===== src/rtl/scc_wave_mixer_5ch.sv =====
// scc_wave_mixer_5ch: scales each active slot's wave sample by its volume
// and sums five channels into one signed mixed sample per frame.
//
// Ports:
//   clk, reset             clock, synchronous active-high reset
//   active, wave_address   current slot (0..4 = A..E, 5..7 idle) and position
//   reg_volume_a.._e       4-bit unsigned channel volumes
//   reg_enable             per-channel enable, bit0 = A .. bit4 = E
//   ram_address, ram_data  wave RAM port; data arrives one cycle after address
//   sample_out             signed mixed sample, held between frames
//   sample_valid           one-cycle pulse when sample_out updates

module scc_wave_mixer_5ch #(
  parameter bit SHARE_DE  = 1'b1,
  parameter int OUT_WIDTH = 15
) (
  input  logic                        clk,
  input  logic                        reset,
  input  logic [2:0]                  active,
  input  logic [4:0]                  wave_address,
  input  logic [3:0]                  reg_volume_a,
  input  logic [3:0]                  reg_volume_b,
  input  logic [3:0]                  reg_volume_c,
  input  logic [3:0]                  reg_volume_d,
  input  logic [3:0]                  reg_volume_e,
  input  logic [4:0]                  reg_enable,
  output logic [7:0]                  ram_address,
  input  logic [7:0]                  ram_data,
  output logic signed [OUT_WIDTH-1:0] sample_out,
  output logic                        sample_valid
);

  typedef struct packed {
    logic       valid;
    logic [2:0] tag;
    logic [3:0] vol;
    logic       en;
  } s1_t;

  typedef struct packed {
    logic               valid;
    logic               last;
    logic signed [11:0] prod;
  } s2_t;

  s1_t s1;
  s2_t s2;

  logic signed [OUT_WIDTH-1:0] acc;

  // Stage 0: address and per-slot control
  logic [2:0] ram_ch;
  logic [3:0] vol_sel;
  logic       en_sel;
  logic       slot_ok;

  always_comb begin
    ram_ch = active;
    // Channel E may share channel D's wave table
    if (SHARE_DE && active == 3'd4) ram_ch = 3'd3;
  end

  assign ram_address = {ram_ch, wave_address};
  assign slot_ok     = (active < 3'd5);

  always_comb begin
    vol_sel = '0;
    en_sel  = 1'b0;
    case (active)
      3'd0: begin vol_sel = reg_volume_a; en_sel = reg_enable[0]; end
      3'd1: begin vol_sel = reg_volume_b; en_sel = reg_enable[1]; end
      3'd2: begin vol_sel = reg_volume_c; en_sel = reg_enable[2]; end
      3'd3: begin vol_sel = reg_volume_d; en_sel = reg_enable[3]; end
      3'd4: begin vol_sel = reg_volume_e; en_sel = reg_enable[4]; end
      default: ;
    endcase
  end

  // Stage 1: signed sample times unsigned volume.
  // 12 bits hold -128*15 .. 127*15 exactly, so the
  // truncated 12-bit product is the true value.
  logic signed [11:0] smp_ext;
  logic signed [11:0] vol_ext;
  logic signed [11:0] prod;

  always_comb begin
    smp_ext = {{4{ram_data[7]}}, ram_data};
    vol_ext = {8'b0, s1.vol};
    prod    = s1.en ? (smp_ext * vol_ext) : '0;
  end

  // Stage 2: accumulate, close frame on slot 4
  logic signed [OUT_WIDTH-1:0] prod_ext;
  logic signed [OUT_WIDTH-1:0] sum;

  always_comb begin
    prod_ext = {{(OUT_WIDTH-12){s2.prod[11]}}, s2.prod};
    sum      = acc + prod_ext;
  end

  always_ff @(posedge clk) begin
    if (reset) begin
      s1           <= '0;
      s2           <= '0;
      acc          <= '0;
      sample_out   <= '0;
      sample_valid <= 1'b0;
    end else begin
      s1.valid     <= slot_ok;
      s1.tag       <= active;
      s1.vol       <= vol_sel;
      s1.en        <= en_sel;
      s2.valid     <= s1.valid;
      s2.last      <= (s1.tag == 3'd4);
      s2.prod      <= prod;
      sample_valid <= 1'b0;
      if (s2.valid) begin
        if (s2.last) begin
          sample_out   <= sum;
          acc          <= '0;
          sample_valid <= 1'b1;
        end else begin
          acc <= sum;
        end
      end
    end
  end

endmodule

===== config.mk =====
export PLATFORM = sky130hd
export DESIGN_NAME = scc_wave_mixer_5ch
export DESIGN_NICKNAME = d
export VERILOG_FILES = /design/src/rtl/scc_wave_mixer_5ch.sv
export SDC_FILE = /design/constraint.sdc
export NUM_CORES = 1
export LEC_CHECK = 0
export ABC_AREA = 1
export CAP_MARGIN = 30
export CORE_MARGIN = 3
export CORE_UTILIZATION = 50
export CTS_CLUSTER_SIZE = 14
export DETAILED_ROUTE_END_ITERATION = 16
export PLACE_DENSITY = 0.76
export RECOVER_POWER = 100
export SETUP_SLACK_MARGIN = 0.3
export SLEW_MARGIN = 20
export SYNTH_ARGS = -nofsm -noshare
export SYNTH_HDL_FRONTEND = slang
export SYNTH_SLANG_ARGS = --single-unit

===== constraint.sdc =====
create_clock -name clk -period 4.61 [get_ports clk]
set_clock_uncertainty 0.2 [all_clocks]
set_input_delay 0.6915 -clock clk [delete_from_list [all_inputs] [get_ports clk]]
set_output_delay 0.6915 -clock clk [all_outputs]
set_load 0.02 [all_outputs]

==> impl_metrics.json <==
{
  "layout_setup_ws_ns": 0.602,
  "rows": 32,
  "status": "finished with violations",
  "wl_per_cell_um": 10.9,
  "grt_pass1_vias": 3453,
  "ios": 67,
  "cp.required_ns": 4.61,
  "hold_viol": 0,
  "design.core.area_mm2": 0.00785,
  "routedLengthMet1_mm": 3.78,
  "rsz0062_at_grt": "false",
  "cts_buffer_depth": 2,
  "maxSlewHeadroom_pct": -12.5,
  "post_synth_num_cell_types": 31,
  "areaGrowthSynthToFinish_pct": 17.0,
  "synth_top_cells_by_area": "dfxtp_1 (26%), nand2_1 (15%), inv_1 (12%)",
  "routed_wl_mm": 8.31,
  "dieArea_mm2": 0.00930,
  "synth_nets": 706,
  "clk_latency_ns": 0.31,
  "fmax_mhz": 249,
  "place.gp.congestion": 0.863,
  "io_buffer_count": 56,
  "fin_crit_sh_pct": 86.9,
  "antenna_found_initial": 0,
  "placedCellCount": 752,
  "synth_area_per_cell_um2": 6.69,
  "synth_top_family_by_area": "simple AND/OR/NAND/NOR gates",
  "post_cts_buffers": 0,
  "reg2reg_from": "s1[4]",
  "numCtsBuffers": 5,
  "cp-end-kind": "flip-flop",
  "fin_util_pct": 60.9,
  "detail_route.vias_per_cell": 4.74,
  "synth.largest_area_cell": "dfxtp_1",
  "cts.repair.resized": 0,
  "synthCells": 611,
  "synth_seq_cells": 54,
  "tightest_slew_ns": 1.69,
  "die_x_um": 96.4,
  "power_density_mw_per_mm2": 197,
  "cts_root_buffer": "clkbuf_8",
  "ir_worst_vdd_mv": 0.123,
  "slew_viol_final": 39,
  "vias": 3606,
  "dp_slack_ns": 0.477,
  "globalRouteTotalUtil_pct": 19.5,
  "worstPathArrival_ns": 4.01,
  "setup_viol": 0,
  "cts_tree": "built",
  "fin_nets": 752,
  "startpoint": "ram_data[1]",
  "dr.pass1.iters": 4,
  "synthMuxAreaShare_pct": 0,
  "path_clk_slew_ns": 0.10,
  "p_leak_nw": 2.68,
  "fin_setup_tns_ns": 0,
  "synth_top_area_share_pct": 26.4,
  "grt_max_degree": 39,
  "place_hpwl_mm": 6.81,
  "synth_area_mm2": 0.00409,
  "fin_crit_ns": 4.01,
  "ys_seq_area_share_pct": 26.4,
  "fill_cells": 756,
  "crit_fanout": 4,
  "top_layer": "met4",
  "htreeDepth": 2,
  "route.met3.wl_um": 373,
  "grt_overflow_total": 0,
  "drv_cap": 1,
  "initial_utilization_pct": 52.1,
  "wl_met2_mm": 4.00,
  "yosysWarnings": 0,
  "clkSinkCount": 54,
  "synthSimpleGateAreaFrac_pct": 27.6,
  "ant_nets": 0,
  "drive_above_1_share_pct": 4.71,
  "synth_adder_area_share_pct": 19.0,
  "fin_cells": 760,
  "critical_path_class": "input port to flip-flop",
  "min_from": "s1[5]",
  "synthXorXnorAreaFrac_pct": 2.79,
  "worstHoldPathType": "flip-flop to flip-flop",
  "chipHeight_um": 96.4,
  "drc_errors": 0,
  "n_antenna_cell": 0,
  "worstSetupStartpointType": "input port",
  "synth_compound_area_share_pct": 9.24,
  "grt_pass1_wl_mm": 14.6,
  "violations": "max-capacitance violations, max-slew violations",
  "hold_buffers": 0,
  "drt_iter0_drc": 99
}
[layout by cell type, fill, tap and decap left out, types with 6 or more instances in the layout]
cell	Yosys	final
clkdlybuf4s50_1	0	36
dfxtp_1	54	54
inv_1	133	133
nand3_1	24	24
fa_1	17	17
nor2_1	58	59
xor2_1	11	11
o21ai_0	19	20
ha_1	35	35
clkbuf_8	0	6
nand2_1	163	163
dlygate4sd3_1	0	20
a21oi_1	33	33
[critical path: stages]
cell	delay, ns
dlygate4sd3_1	0.60
nand2_1	0.08
inv_1	0.04
ha_1	0.26
inv_1	0.05
fa_1	0.50
fa_1	0.54
inv_1	0.04
ha_1	0.33
nand2_1	0.07
o21ai_0	0.37
nand4_1	0.18
a21oi_1	0.18
nor2_1	0.07
[state kept, by name, summed over array words and instances, names as in the netlist]
register and count:
acc 15, sample_out 15, prod_ext 12, s1 9, s2 2, sample_valid 1
[metrics by stage]
step | total power [W] | area [um2] | hold slack, ns
finish | 0.000943 | 4780 | 0.200
global route | 0.00100 | 4780 | 0.217
CTS | 0.000956 | 4790 | 0.202
detailed placement | 0.000677 | 4690 | 0.188
global placement | 0.000673 | 4690 | 0.176
floorplan | 0.000615 | 4090 | 0.172
[path summary, 6_finish.rpt]
kind / endpoint / cells past startpoint / slack [ns]
worst max register to register: prod_ext[10] / 13 / 1.03
worst max-delay path: prod_ext[10] / 14 / 0.60
worst min-delay path: s2[12] / 1 / 0.20
worst min register to register: s2[12] / 1 / 0.20
[per-layer routing]
layer	up-vias	global-route usage, %
met5	-	0
met4	0	6.19
met3	13	3.33
met2	86	34.7
met1	1572	23.9
li1	1935	-
[area by class of cell]
type / count / area [um2] / area share [%]
multi-input cells: 402 / 2400 / 50.1
flip-flops and latches: 54 / 1080 / 22.6
repair buffers: 57 / 564 / 11.8
inverters: 137 / 514 / 10.8
well taps: 102 / 128 / 2.67
clock buffers: 6 / 82.6 / 1.73
clock inverters: 2 / 16.3 / 0.340
[Yosys cell counts (all sizes together)]
library cell,number
nor2,65
a31oi,1
nor3,2
fa,17
xnor2,2
a211oi,4
clkbuf,4
a21oi,37
o22ai,4
inv,137
buf,14
o21bai,1
o2111ai,1
ha,35
nand4,5
nand3,27
xor2,11
o21ai,20
dfxtp,54
nand3b,2
nand2,168
[logic make-up (layout without fill, tap and decap cells)]
family	count (synthesis)	in the layout
simple gates	269	269
flops	54	54
buf+inv	155	202
compound gates	68	68
xor+xnor	13	13
fa+ha+maj	52	52
[where the power goes]
| group | total, W | switching (W) | internal, W |
|---|---|---|---|
| combinational | 0.000179 | 0.000101 | 0.0000782 |
| sequential | 0.000485 | 0.00000881 | 0.000476 |
| clock | 0.000280 | 0.000156 | 0.000124 |
Note: power is estimated with default switching activity, not from simulation.
==> RTL edit 1 (config.mk and constraints unchanged) <==
Set the parameter `OUT_WIDTH` to 30 (it was 15).
--- a/src/rtl/scc_wave_mixer_5ch.sv
+++ b/src/rtl/scc_wave_mixer_5ch.sv
@@ -14,3 +14,3 @@
   parameter bit SHARE_DE  = 1'b1,
-  parameter int OUT_WIDTH = 15
+  parameter int OUT_WIDTH = 30
 ) (
Ports: changed (resized sample_out); port bits go from 67 to 82. The function was not compared with the original's and may differ.
==> RTL edit 1 against the unedited design <==
The flow still finishes with violations (max-capacitance violations, max-slew violations). Total power increased by 83%. Critical path depth grew 4. Sequential cell count increased by 30. Wire length rose by 76%. Sequential power increased by 54%. Maximum frequency rose by 1.6%. Worst setup slack improved by 63 ps. Cell area is 58% higher. First-iteration DRC count rose to 3.0 times the old value. Via count up 66%. Non-clock buffer count increased by 18. Area after synthesis rose by 56%. Register-to-register slack improved by 50 ps.
==> RTL edit 1: results (changes against the unedited design) <==
metric,value,unit,change
seq_area,1680,sq um,+56%
drv_slew,66,,+69%
hold_ws,184,ps,-15.5 ps
dpl_worst_slack,424,ps,-53.4 ps
yosysUniqueCellTypes,33,,+6.5%
max_slew_margin,-96.1,%,-84 points
synth_commonest_cells,"nand2_1, inv_1, nor2_1",,
n_clock_buffer,10,,+4
dp_cells,1240,,+65%
reg2reg_slack,1080,ps,+50 ps
post_drt_wl_per_cell,11.7,microns,+6.6%
buf_share,10.1,%,-1.7 points
drv_cap,1,,unchanged
inverters_excl_clock,209,,+53%
hpwl,11300,microns,+66%
syn_nets,1138,,+61%
clk_pin_slew,60,ps,-40 ps
h-tree-depth,3,,+1
crit_fanout,6,,+2
worstRegToRegCells,15,,+2
ys_seq_area_share,26.3,%,-0.15 points
vias_per_cell,4.77,,+0.52%
cts_root_buffer,clkbuf_16,,
violations,"max-capacitance violations, max-slew violations",,
slowest_delay,580,ps,-20 ps
ir_drop,0.156,mV,+27%
status,finished with violations,,
first_pass_iters,5,,+1
p_clk,0.000766,W,+170%
multi_input_area_share,50.3,%,+0.17 points
period_minus_slack,3950,ps,-63.0 ps
grt_max_degree,66,,+69%
yosys-top-cells-area,"dfxtp_1, nand2_1, inv_1",,
## RTL edit 1: stage by stage
| step | area (sq um) | utilization (%) |
|---|---|---|
| CTS | 7530 | 61.4 |
| floorplan | 6390 | - |
| finish | 7540 | 61.5 |
| detailed placement | 7220 | 58.8 |
| global placement | 7190 | 58.6 |
| global route | 7540 | 61.5 |
## RTL edit 1: kinds of logic (layout without fill, tap and decap cells)
family                   after synthesis  in the layout  share of synthesized area, %
AND/OR/NAND/NOR                      502            502                          31.6
buffers and inverters                239            300                          14.5
AO/OA/AOI/OAI                        117            117                          9.90
flip-flops                            84             84                          26.3
adder cells (fa/ha/maj)               67             67                          15.1
XOR/XNOR                              19             19                          2.60
## RTL edit 1: metal layers
layer  share of wire (%)  track usage [%]  routed length (microns)
met1                  46             27.6                     6760
met2                  47             38.1                     6860
met3                 5.6             4.80                      817
met4                 1.5             6.44                      216
met5                   0                0                        0
==> RTL edit 2 (same settings) <==
Made on the original files. Register the input `active` before use, with the module's reset. The logic sees it one clock later. The other inputs are not delayed to match.
--- a/src/rtl/scc_wave_mixer_5ch.sv
+++ b/src/rtl/scc_wave_mixer_5ch.sv
@@ -45,2 +45,12 @@
 
+  logic [2:0] active_q;
+
+  always_ff @(posedge clk) begin
+    if (reset) begin
+      active_q <= '0;
+    end else begin
+      active_q <= active;
+    end
+  end
+
   s1_t s1;
@@ -57,5 +67,5 @@
   always_comb begin
-    ram_ch = active;
+    ram_ch = active_q;
     // Channel E may share channel D's wave table
-    if (SHARE_DE && active == 3'd4) ram_ch = 3'd3;
+    if (SHARE_DE && active_q == 3'd4) ram_ch = 3'd3;
   end
@@ -63,3 +73,3 @@
   assign ram_address = {ram_ch, wave_address};
-  assign slot_ok     = (active < 3'd5);
+  assign slot_ok     = (active_q < 3'd5);
 
@@ -68,3 +78,3 @@
     en_sel  = 1'b0;
-    case (active)
+    case (active_q)
       3'd0: begin vol_sel = reg_volume_a; en_sel = reg_enable[0]; end
@@ -109,3 +119,3 @@
       s1.valid     <= slot_ok;
-      s1.tag       <= active;
+      s1.tag       <= active_q;
       s1.vol       <= vol_sel;
Behaviour: not the same (a bounded check fails within 4 cycles, from zero or initial values and one cycle with reset high).
==> RTL edit 2 against the unedited design <==
The run still ends with max-capacitance violations, max-slew violations left. Total power increased by 21%. Global-route usage is 0.53 points lower. Combinational power increased by 28%. Wire length increased by 1.3%. Cell area increased by 2.1%. Sequential cell count rose by 3. First-iteration DRC count up 8.1%. Critical path depth stayed put. Register-to-register slack improved by 120 ps. Area after synthesis increased by 0.95%. Worst setup slack improved by 50 ps. Largest power group unchanged. Highest routed layer unchanged.
==> RTL edit 2: results (changes against the unedited design) <==
metric,value,unit,change
status,finished with violations,,
violations,"max-capacitance violations, max-slew violations",,
syn_nets,713,,+0.99%
routabilityCongestion,0.878,,+1.7%
grt_pass1_wl,15000,microns,+3.1%
multi_input_cells,410,,+2.0%
ir_drop,0.114,mV,-7.6%
arrival,3980,ps,-30 ps
n_sequential_cell,57,,+5.6%
clk_pin_slew,70,ps,-30 ps
num_vias,3724,,+3.3%
crit_fanout,5,,+1
drv_cap,1,,unchanged
startpoint,ram_data[3],,
layout.nets,761,,+1.2%
final_area,4880,sq um,+2.1%
clk_share,3.48,%,+1.4 points
drive_gt1_share,4.33,%,-0.38 points
use_met2,33.7,%,-1.0 points
pg_comb,0.000229,W,+28%
synth_xor_area_share,2.94,%,+0.16 points
drv_slew,42,,+7.7%
grt_max_degree,42,,+7.7%
fill_cells,729,,-3.6%
yosysUniqueCellTypes,28,,-9.7%
synth-compound-area-share,8.10,%,-1.1 points
met3_usage,5.34,%,+2.0 points
cts_made_buffers,9,,+4
inverters_excl_clock,131,,-4.4%
reg2reg_slack,1150,ps,+120 ps
use_met1,21.3,%,-2.6 points
routed-wl-met2,4170,microns,+4.1%
wl_met1,3560,microns,-5.8%
seq_area_share,23.4,%,+0.75 points
placed_area,4720,sq um,+0.61%
tightest_slew,1870,ps,+183 ps
multi_input_area,2390,sq um,-0.26%
ys_seq_area_share,27.7,%,+1.2 points
p_sw,0.000338,W,+27%
==> RTL edit 2: cell count changes in the layout (fill, tap and decap cells not counted), moves of 3 or more <==
| cell | change |
|---|---|
| a31oi_1 | +4 |
| and3_1 | +4 |
| nor2_2 | -5 |
| dfxtp_1 | +3 |
| nor2_1 | +4 |
| inv_1 | -7 |
| a211oi_1 | -4 |
| nand2_2 | -4 |
| nand3_1 | +7 |
| o22ai_1 | -4 |
| clkbuf_8 | +4 |
| nand2_1 | +9 |
==> RTL edit 2: metrics by stage <==
stage / utilization [%] / total power [W] / setup slack, ps / std cells / hold WS [ps]
after detailed placement: 59.8 / 0.000763 / 508 / 757 / 180
after floorplan: - / 0.000691 / 1140 / 618 / 172
after CTS: 62.0 / 0.00116 / 864 / 772 / 190
final: 61.9 / 0.00115 / 651 / 772 / 188
after global placement: 59.8 / 0.000756 / 563 / 757 / 174
after global routing: 61.9 / 0.00121 / 375 / 772 / 205
